## config.mk

```make
export PLATFORM = sky130hd
export DESIGN_NAME = truth_table_scanner
export DESIGN_NICKNAME = d
export VERILOG_FILES = /design/src/rtl/scan_pkg.sv /design/src/rtl/sync_ff.sv /design/src/rtl/truth_table_scanner.sv
export SDC_FILE = /design/constraint.sdc
export NUM_CORES = 1
export LEC_CHECK = 0
export ABC_AREA = 1
export CORE_AREA = 2 2 62 88
export DETAILED_ROUTE_END_ITERATION = 12
export DIE_AREA = 0 0 64 90
export MAX_ROUTING_LAYER = met4
export PLACE_DENSITY = 0.65
export SYNTH_ARGS = -nofsm -noshare
export SYNTH_HDL_FRONTEND = slang
export SYNTH_HIERARCHICAL = 1
export SYNTH_SLANG_ARGS = --single-unit
```

## constraint.sdc

```tcl
create_clock -name clk -period 5.4 [get_ports clk]
set_clock_uncertainty 0.1 [all_clocks]
set_input_delay 1.08 -clock clk [delete_from_list [all_inputs] [get_ports clk]]
set_output_delay 1.08 -clock clk [all_outputs]
set_load 0.02 [all_outputs]
```

## src/rtl/scan_pkg.sv

```systemverilog
// rtl/scan_pkg.sv - shared state type and sizes for the truth-table scanner
package scan_pkg;

    localparam int N_COMB = 8;
    localparam int IDX_W  = 3;
    localparam int TT_W   = 8;

    typedef enum logic [1:0] {
        IDLE   = 2'd0,
        SETTLE = 2'd1,
        DONE   = 2'd2
    } scan_state_t;

endpackage

```

## src/rtl/sync_ff.sv

```systemverilog
// rtl/sync_ff.sv - parameterized-depth flop chain, depth 0 is a wire
module sync_ff #(
    parameter int DEPTH = 2
) (
    input  logic clk,
    input  logic rst_n,
    input  logic d,
    output logic q
);

    generate
        if (DEPTH == 0) begin : g_pass
            logic w_unused;
            assign w_unused = clk ^ rst_n;
            assign q        = d;
        end else begin : g_chain
            logic [DEPTH-1:0] r_chain;

            always_ff @(posedge clk or negedge rst_n) begin
                if (!rst_n) begin
                    r_chain <= '0;
                end else begin
                    r_chain[0] <= d;
                    for (int i = 1; i < DEPTH; i++) begin
                        r_chain[i] <= r_chain[i-1];
                    end
                end
            end

            assign q = r_chain[DEPTH-1];
        end
    endgenerate

endmodule

```

## src/rtl/truth_table_scanner.sv

```systemverilog
// rtl/truth_table_scanner.sv - walks a 3-input logic module through all 8 inputs
// and assembles its truth-table code, MSB = input 000.
module truth_table_scanner
    import scan_pkg::*;
#(
    parameter int SETTLE_CYCLES = 4,
    parameter int SYNC_STAGES   = 2
) (
    input  logic            clk,
    input  logic            rst_n,
    input  logic            start,
    input  logic            abort,
    input  logic [TT_W-1:0] expected,
    output logic            in1,
    output logic            in2,
    output logic            in3,
    input  logic            dut_out,
    output logic            busy,
    output logic            done,
    output logic [TT_W-1:0] table_out,
    output logic            match
);

    localparam logic [7:0]       CNT_RELOAD = 8'(SETTLE_CYCLES - 1);
    localparam logic [IDX_W-1:0] LAST_IDX   = IDX_W'(N_COMB - 1);

    scan_state_t      r_state;
    scan_state_t      w_state_next;
    logic [IDX_W-1:0] r_idx;
    logic [7:0]       r_cnt;
    logic [TT_W-1:0]  r_shadow;
    logic [TT_W-1:0]  r_expected;
    logic [TT_W-1:0]  r_table;
    logic             r_match;

    logic             w_dut_sync;
    logic             w_accept;
    logic             w_sample;
    logic             w_last;
    logic [IDX_W-1:0] w_bit_pos;
    logic [IDX_W-1:0] w_stim;
    logic [TT_W-1:0]  w_shadow_next;

    sync_ff #(
        .DEPTH (SYNC_STAGES)
    ) u_sync (
        .clk   (clk),
        .rst_n (rst_n),
        .d     (dut_out),
        .q     (w_dut_sync)
    );

    // abort outranks both a new start and a pending sample
    assign w_accept  = (r_state == IDLE) && start && !abort;
    assign w_sample  = (r_state == SETTLE) && !abort && (r_cnt == 8'd0);
    assign w_last    = w_sample && (r_idx == LAST_IDX);
    assign w_bit_pos = LAST_IDX - r_idx;

    always_comb begin
        w_shadow_next            = r_shadow;
        w_shadow_next[w_bit_pos] = w_dut_sync;
    end

    always_ff @(posedge clk or negedge rst_n) begin
        if (!rst_n) begin
            r_state <= IDLE;
        end else begin
            r_state <= w_state_next;
        end
    end

    always_comb begin
        w_state_next = r_state;
        case (r_state)
            IDLE: begin
                if (w_accept) begin
                    w_state_next = SETTLE;
                end
            end
            SETTLE: begin
                if (abort) begin
                    w_state_next = IDLE;
                end else if (w_last) begin
                    w_state_next = DONE;
                end
            end
            DONE:    w_state_next = IDLE;
            default: w_state_next = IDLE;
        endcase
    end

    always_comb begin
        busy   = 1'b0;
        done   = 1'b0;
        w_stim = '0;
        case (r_state)
            SETTLE: begin
                busy   = 1'b1;
                w_stim = r_idx;
            end
            DONE:    done = 1'b1;
            default: ;
        endcase
    end

    assign in1 = w_stim[2];
    assign in2 = w_stim[1];
    assign in3 = w_stim[0];

    // table_out/match only move on the final sample, so an abort leaves the last result visible
    always_ff @(posedge clk or negedge rst_n) begin
        if (!rst_n) begin
            r_idx      <= '0;
            r_cnt      <= '0;
            r_shadow   <= '0;
            r_expected <= '0;
            r_table    <= '0;
            r_match    <= 1'b0;
        end else if (w_accept) begin
            r_expected <= expected;
            r_shadow   <= '0;
            r_idx      <= '0;
            r_cnt      <= CNT_RELOAD;
        end else if (r_state == SETTLE) begin
            if (abort) begin
                r_idx <= '0;
            end else if (r_cnt != 8'd0) begin
                r_cnt <= r_cnt - 8'd1;
            end else begin
                r_shadow <= w_shadow_next;
                if (r_idx != LAST_IDX) begin
                    r_idx <= r_idx + IDX_W'(1);
                    r_cnt <= CNT_RELOAD;
                end else begin
                    r_table <= w_shadow_next;
                    r_match <= (w_shadow_next == r_expected);
                end
            end
        end
    end

    assign table_out = r_table;
    assign match     = r_match;

endmodule

```

; Word-level counts from Yosys, hierarchy flattened
; Cells that the tools add are included.
[op_classes]
addsub = 3
n_mul = 0
div = 0
n_lt_le_gt_ge = 2
eq_ne = 10
n_shift = 0
n_mux = 24
bitwise_logic = 4
n_reduce_logical = 18
[op_table]
columns = operator, count
row1 = 8-bit 2-to-1 mux, 9
row2 = 3-bit 2-to-1 mux, 6
row3 = 3-bit inequality test (second input constant), 3
row4 = 3-bit AND reduction, 3
row5 = 8-bit bitwise mux, 1
row6 = 8-bit equality test, 1
row7 = 8-bit logical NOT, 1
row8 = 8-bit nonzero test, 1
row9 = 8-bit by 1-bit subtractor with 8-bit output (second input constant), 1
row10 = 1-bit logical AND, 6
row11 = 2-bit 2-to-1 mux, 3
row12 = 3-bit nonzero test, 2
row13 = 5-bit AND reduction, 1
row14 = 3-bit by 4-bit less-than comparator with 1-bit output (second input constant), 1
row15 = 2-bit inequality test (second input constant), 2
row16 = 1-bit inverter, 4
row17 = 2-bit case mux with 2 select lines, 1
row18 = 3-bit by 1-bit adder with 3-bit output (second input constant), 1
row19 = 1-bit demux with 3-bit select, 1
row20 = 3-bit equality test (second input constant), 1
row21 = 3-bit by 1-bit greater-or-equal comparator with 1-bit output (second input constant), 1
row22 = 1-bit 2-to-1 mux, 3
row23 = 3-bit subtractor (first input constant), 1
row24 = 2-bit by 1-bit equality test with 1-bit output (second input constant), 1
row25 = 6 further kinds, 6
[word_totals]
register_bits = 40
latchBits = 0
ramBits = 0
rom_bits = 0
out_inout_bits = 14
wordCells = 69
n_memories = 0

; Depth between registers and ports, before layout
; Gate-level depths: netlist (run 1).
[depth]
ltp_word = 10
depth_mapped = 10
ltp_nobuf = 10

; By module
; The synthesis (run 1) kept the hierarchy.
[modules_own_cells]
columns = module, instances, cells_each, area_each_um2, seq_area_each_um2
row1 = truth_table_scanner, 1, 273, 2133.3, 950.9
row2 = sync_ff, 1, 2, 50.0, 50.0

; Worst setup path before layout (run 1)
; No wires, ideal clock.
[synth_path]
kind = reg-to-output
startpoint = reg r_idx[0]
endpoint = out in3
arrival_ns = 0.924
setup_slack_ns = 3.296
path_stages_with_launch = 4
n_path_buf = 1
cell_sequence = dfrtp_1 -> inv_1 -> buf_2 -> nor2_1
[synth_via]
elab_chain_cells = 1
[synth_rtl]
columns = item, line_no
row1 = start: declaration, truth_table_scanner.sv:29  ; logic [IDX_W-1:0] r_idx;
row2 = start signal: assignment, truth_table_scanner.sv:132  ; r_idx <= r_idx + IDX_W'(1);
row3 = 3-bit 2-to-1 mux, truth_table_scanner.sv:96  ; case (r_state)
row4 = end: declaration, truth_table_scanner.sv:16  ; output logic in3,
; Every way passes these cells.

; Worst setup path in the final report (run 1)
; Ends and elaborated chain as after synthesis.

==> metrics.txt, run 1 <==
# IOs=27; Avg WL per Cell=12.8 um; DRT Wirelength=4700 um; GR Util All Layers=0.184; WP data required=4220 ps; chip height=90 um; Worst setup startpoint=r_idx[0]; worst skew pair latency=290 ps; HP Class=reg -> reg; arrival time worst endpoint=1970 ps; Nets=315; #FFs+latches synth=40; syn_nets=291; Pwr Total=0.934 mW; Max VDD drop=219 uV; CTS tree=built; top-area cell type share of the netlist area=0.458; initial DRC count=67; area leader, netlist=dfrtp_1; CP Capture Type=output pin; Pre-Repair DR Iteration Count=4; status=complete, no violations; Final GP Congestion=0.849; Setup WS pre-CTS=2520 ps; Async S/R FF share, synth=1.00; num rows=31; register area share after synthesis=0.458; kind of critical path=reg -> out; postcts setup bufs=0; largest cells by area after synthesis=dfrtp_1 46%, nand2_1 12%, nand3_1 7.1%; Max Root-Sink Buffers=2; mean number of vias per cell=5.04; # DRC=0; Least-Margin Pin Slew=885 ps; H-tree depth=2; vias in the first global route=1,802; RSZ-0062 raised after global routing=no; static leakage=1.20 nW; total CTS buffers=5; Fmax achieved=318 MHz; CP Max Fanout=15; Yosys cell types=24; largest net degree at the start of global routing=41; Setup-failing EPs final=0; TritonCTS Sinks=40; Pwr Density=365 nW/um2; initial antenna violation count=0; ys flop type=dfrtp_1; Hold-fix buffers, CTS=0; synth warn=6; Tmin final=3150 ps; core area=5000 um2; vias=1,846; DP HPWL=3380 um; final worst slack=2250 ps; Tcrit/Tclk final=0.583; hold path startpoint=u_sync/g_chain.r_chain[0]; Reg-to-Reg Start=r_cnt[0]; Clock Pin Slew Worst Setup and Hold Paths=70 ps; Max Slew Vio Count=0; Routed Antenna Nets=0; DIE WIDTH=64 um; Post-synth EDFFs=0; initial core utilization=0.436; netlist area before placement=2180 um2; syn avg cell area=7.94 um2; Max Cap Viol=0; P&R area growth vs syn=17.4%; root buffer cell=clkbuf_8; Hold Violations, Final=0; # diodes=0; setup TNS=0 ps; Buffers on Ports=26; cells after synthesis=275; relative slew slack=0.410; CP Launch Type=register; first-pass GRT wire length=8090 um; total gr overflow=0; die area=5760 um2; layout cells sized above 1=0.0867; PostCTS Resize Cnt=0
-- critical path, stage by stage, from the launching register on --
cell and delay, ps:
dfrtp_1 580, inv_1 310, nor2_1 170, clkdlybuf4s50_1 610
-- Yosys cell counts, types with 3 or more instances --
cell     instances
nand2_1         72
dfrtp_1         40
inv_1           35
nand3_1         31
o21ai_0         21
nand4_1         16
nor2_1          12
o22ai_1          7
buf_2            6
o21ai_2          6
nor3_1           5
nand3_2          4
xor2_1           4
ha_1             3
-- final cells by class --
class	instances	area, um2
clock buffer	8	90.1
fill	491	2440
inverter	37	139
multi-input combinational	189	995
sequential	40	1000
tap	66	82.6
timing repair buffer	26	255
-- through the flow --
step	instance area, um2	hold slack (ps)	std cells	util
6_report	2560	253	366	0.512
5_1_grt	2560	272	366	0.512
4_1_cts	2560	260	366	0.512
3_5_place_dp	2470	241	358	0.494
3_3_place_gp	2470	233	358	0.494
2_1_floorplan	2180	231	275	-
-- routing by layer --
metal	track usage	wire length, um	up-vias
met1	0.205	1900	855
met4	0.0906	127	0
met5	-	0	-
li1	-	-	956
met3	0.0375	192	8
met2	0.307	2480	27
-- cells by family after synthesis --
group / synth area share
AO/OA/AOI/OAI: 0.0963
XOR/XNOR: 0.0201
adder cells (fa/ha/maj): 0.0172
buffers and inverters: 0.0860
flip-flops: 0.458
AND/OR/NAND/NOR: 0.322
-- power breakdown --
| group | switching (mW) | leakage (nW) | internal [mW] |
|---|---|---|---|
| clock | 0.104 | 0.0455 | 0.104 |
| sequential | 0.0469 | 0.529 | 0.346 |
| combinational | 0.211 | 0.627 | 0.123 |
-- state kept, by name (all words and copies together) (netlist names) --
signal and count:
table_out 8, r_cnt 8, match 1, u_sync/g_chain.r_chain 2, r_expected 8, r_idx 3, r_shadow 8, r_state 2
-- worst paths after layout --
path                                        endpoint  slack, ps  cells past startpoint
setup reg to reg                         r_shadow[5]       3300                      7
max in group asynchronous               table_out[0]       3850                      1
hold / removal             u_sync/g_chain.r_chain[1]        250                      0
hold reg to reg            u_sync/g_chain.r_chain[1]        250                      0
setup / recovery                                 in3       2250                      3
min in group asynchronous              r_expected[1]        810                      1
-- placed cells by master, fill, tap and decap left out --
master           instances
xor2_1                   4
a21oi_2                  1
nand2_2                  1
nand3_4                  1
inv_2                    2
nand2_1                 72
nand3_2                  4
nor3_1                   5
o21ai_0                 21
nand4_1                 16
nor2_1                  12
buf_2                    1
o22ai_1                  7
nor2_2                   2
clkdlybuf4s50_1         25
nand3_1                 31
clkbuf_1                 2
nor2_8                   1
clkbuf_8                 6
nand2_4                  1
dfrtp_1                 40
inv_1                   35
ha_1                     3
o21ai_2                  6
xnor2_1                  1
Power figures use the tool's default switching activity.
==> run 2, diff against run 1 <==
==> constraint.sdc (replaced) <==
create_clock -name clk -period 3.1 [get_ports clk]
set_clock_uncertainty 0.1 [all_clocks]
set_input_delay 0.62 -clock clk [delete_from_list [all_inputs] [get_ports clk]]
set_output_delay 0.62 -clock clk [all_outputs]
set_load 0.02 [all_outputs]
==> metrics.txt, run 2 (synthesized netlist as in run 1, its figures left out) <==
Final GP Congestion=0.849; sequential share of power=0.420; clock power share=0.224; initial antenna violation count=0; total CTS buffers=5; relative slew slack=0.387; setup TNS=0 ps; Max VDD drop=303 uV; Psw=0.637 mW; Routed Antenna Nets=0; initial core utilization=0.436; H-tree depth=2; DRT Wirelength=4810 um; total gr overflow=0; PostCTS Resize Cnt=0; layout cells sized above 1=0.0867; Avg WL per Cell=13.1 um; Max Root-Sink Buffers=2; most frequent cells in the layout=72 x nand2_1, 40 x dfrtp_1, 35 x inv_1; Fmax achieved=367 MHz; CP Launch Type=register; Setup WS pre-CTS=658 ps; most common cell after layout, fill and taps aside=nand2_1; GR Util All Layers=0.184; die area=5760 um2; vias=1,858; Tcrit/Tclk final=0.880; Least-Margin Pin Slew=920 ps; Max Slew Vio Count=0; Hold Violations, Final=0; Comb power frac=0.356; root buffer cell=clkbuf_8; Pre-Repair DR Iteration Count=7; final worst slack=373 ps; Nets=315; # IOs=27; worst skew pair latency=300 ps; core area=5000 um2; Setup-failing EPs final=0; TritonCTS Sinks=40; postcts setup bufs=0; FILL cells=495; RSZ-0062 raised after global routing=no; CP Capture Type=output pin; Max Cap Viol=0; first-pass GRT wire length=8050 um; Buffers on Ports=26; kind of critical path=reg -> out; CTS tree=built; P&R area growth vs syn=17.4%; Tmin final=2730 ps; Power Internal=0.999 mW; R2R Setup Slk=1010 ps; HP Class=reg -> reg; status=complete, no violations; WP data required=2380 ps; chip height=90 um; sw frac=0.389; CP Max Fanout=15; Clock Pin Slew Worst Setup and Hold Paths=70 ps; Hold-fix buffers, CTS=0; # DRC=0; arrival time worst endpoint=2010 ps; vias in the first global route=1,786; Register Area=1000 um2; initial DRC count=110; largest net degree at the start of global routing=41; Pwr Density=638 nW/um2; DP HPWL=3440 um; area of the multi-input gates=995 um2; Util after Layout=0.512; mean number of vias per cell=5.08; # diodes=0; static leakage=1.20 nW; DIE WIDTH=64 um; num rows=31
[run 2: cell counts in the layout (fill, tap and decap cells not counted)]
No cell type changed its count.
[run 2: power by group through the flow]
stage	sequential (mW)	clock, mW	combinational (mW)
after detailed placement	0.694	0	0.590
final	0.687	0.366	0.583
after global routing	0.696	0.398	0.662
after global placement	0.693	0	0.579
after CTS	0.685	0.372	0.592
after floorplan	0.658	0	0.493
[run 2: worst paths after layout]
path,from,endpoint,cells after the start
min,u_sync/g_chain.r_chain[0],u_sync/g_chain.r_chain[1],0
max in group asynchronous,rst_n,r_cnt[1],1
max reg2reg,r_cnt[0],r_shadow[3],7
min reg2reg,u_sync/g_chain.r_chain[0],u_sync/g_chain.r_chain[1],0
max,r_idx[0],in3,3
min in group asynchronous,rst_n,r_expected[1],1
[run 2: critical path, cell delays in order, from the launching register on]
cell             delay [ps]
dfrtp_1                 600
inv_1                   320
nor2_1                  180
clkdlybuf4s50_1         610
[run 2: per-layer routing]
metal	part of all wire	GRT usage	vias up
met4	0.026	0.0906	0
met1	0.42	0.212	853
li1	-	-	960
met5	0	-	-
met3	0.032	0.0363	9
met2	0.52	0.302	36
[run 2: cell type report]
type / count / area share
inverters: 37 / 0.0542
multi-input cells: 189 / 0.388
repair buffers: 26 / 0.0996
well taps: 66 / 0.0322
clock buffers: 8 / 0.0352
flip-flops and latches: 40 / 0.391
[run 2: through the flow]
stage	cells	total power [mW]	cell area [um2]	hold WS (ps)
global placement	358	1.27	2470	233
finish	366	1.64	2560	254
floorplan	275	1.15	2180	224
CTS	366	1.65	2560	260
detailed placement	358	1.28	2470	242
global route	366	1.76	2560	272
==> variant: new RTL, config.mk and constraints of run 1 <==
The package constant `TT_W` goes from 8 to 6.
--- a/src/rtl/scan_pkg.sv
+++ b/src/rtl/scan_pkg.sv
@@ -5,3 +5,3 @@
     localparam int IDX_W  = 3;
-    localparam int TT_W   = 8;
+    localparam int TT_W   = 6;
 
Interface: changed (resized expected and table_out); port bits go from 27 to 23. The function was not compared with the original's and may differ.
==> variant against run 1 <==
Area after synthesis is 15% lower; sequential cell count is 6 lower; setup slack better by 0.17 ns; critical path depth stayed put; final area is 14% lower; first-iteration DRC count is 16% higher; routed wire length is 19% lower.
Power is not compared: it rests on default switching activity, and its combinational part moved more than twofold at a synthesized area within 25%.
==> variant: results (changes against run 1) <==
[yosys]
netlist_top_cells_count = nand2_1 (57), dfrtp_1 (34), nand3_1 (24), inv_1 (23), nor2_1 (13)
ys_seq_area_frac = 0.459  ; about the same
synth_fp_nets = 236  ; -19%
yosysMostFrequentCell = nand2_1
synthArstFlopShare = 1.00  ; unchanged
synthTopCellsByArea = dfrtp_1 (46%), nand2_1 (12%), nand3_1 (6.5%)
syn_area_per_cell_sq_um = 8.39  ; +5.7%
ys_types = 27  ; +13%

[critical_path]
reg2reg_depth = 6  ; -1
rrSetupSlack_ns = 3.60  ; +0.30 ns
reg2reg_to = match
worstPathArrival_ns = 1.80  ; -0.17 ns
crit_fanout = 13  ; -2
r2r-start = r_idx[0]

[drt]
wirelength_microns = 3810  ; -19%
first_iter_violations = 78  ; +16%
wl_per_cell_microns = 12.2  ; -5.0%
vias = 1504  ; -19%

[grt]
met1_usage = 0.192  ; -0.0137
grtUsageTotal = 0.154  ; -0.0304
use_met3 = 0.0263  ; -0.0113
gr-usage-met2 = 0.234  ; -0.0738
grt_pass1_wl_microns = 6640  ; -18%
first_global_vias = 1429  ; -21%
grt_max_degree = 35  ; -15%

[timing]
max-slew-margin-rel = 0.706  ; +0.296
hold_ws_ns = 0.254  ; +0.00112 ns

[power_and_ir_drop]
power_leakage_uw = 0.00101

[place]
dp.final_hpwl_microns = 2820  ; -17%
placed_cells_incl_taps = 305  ; -15%
place_congestion = 0.847  ; -0.19%
numPortBuffers = 22  ; -15%

[outcome]
status = finished clean

[cells_and_area]
final_nets = 261  ; -17%
drive_gt1_frac = 0.130  ; +0.0434

-- variant: power by group --
part	internal, uW	switching (uW)	leakage (uW)	total [uW]
logic	63.5	97.6	0.000520	161
registers	282	25.3	0.000451	307
clock network	88.7	88.0	0.0000383	177
-- variant: how the worst max path moves through the flow --
stage          slack [ns]  depth (start not counted)        to        from
5_1_grt              2.31                          3       in3    r_idx[0]
6_report             2.42                          3       in3    r_idx[0]
2_1_floorplan        3.41                          3       in1  r_state[1]
3_3_place_gp         2.79                          3       in3    r_idx[0]
4_1_cts              2.42                          3       in3    r_idx[0]
3_5_place_dp         2.74                          7  r_idx[1]       abort
-- variant: kinds of logic (layout without fill, tap and decap cells) --
kind of cell,after synthesis,in the layout,synth area share
fa+ha+maj,4,4,0.0270
simple gates,117,117,0.312
buf+inv,33,58,0.0735
compound gates,27,27,0.101
flops,34,34,0.459
xor+xnor,6,6,0.0283
-- variant: final cells by class --
cell class,count,area [sq um]
inverter,28,105
sequential,34,851
fill,507,2790
timing repair buffer,23,228
multi-input combinational,154,867
clock buffer,7,76.3
tap,66,82.6
-- variant: critical path: stages (launching register included) --
cell             delay [ns]
dfrtp_1                0.56
inv_1                  0.21
nor2_1                 0.14
clkdlybuf4s50_1        0.61
-- variant: routing by layer --
layer | vias up | share of wire | wire (microns)
met2 | 28 | 0.47 | 1810
li1 | 774 | - | -
met3 | 5 | 0.034 | 131
met4 | 0 | 0.016 | 61
met5 | - | 0 | 0
met1 | 697 | 0.47 | 1800
-- variant: stage by stage --
step | worst slack [ns] | area [sq um] | util
floorplan | 3.41 | 1850 | -
global placement | 2.79 | 2130 | 0.426
detailed placement | 2.74 | 2130 | 0.426
CTS | 2.42 | 2210 | 0.442
global route | 2.31 | 2210 | 0.442
finish | 2.42 | 2210 | 0.442
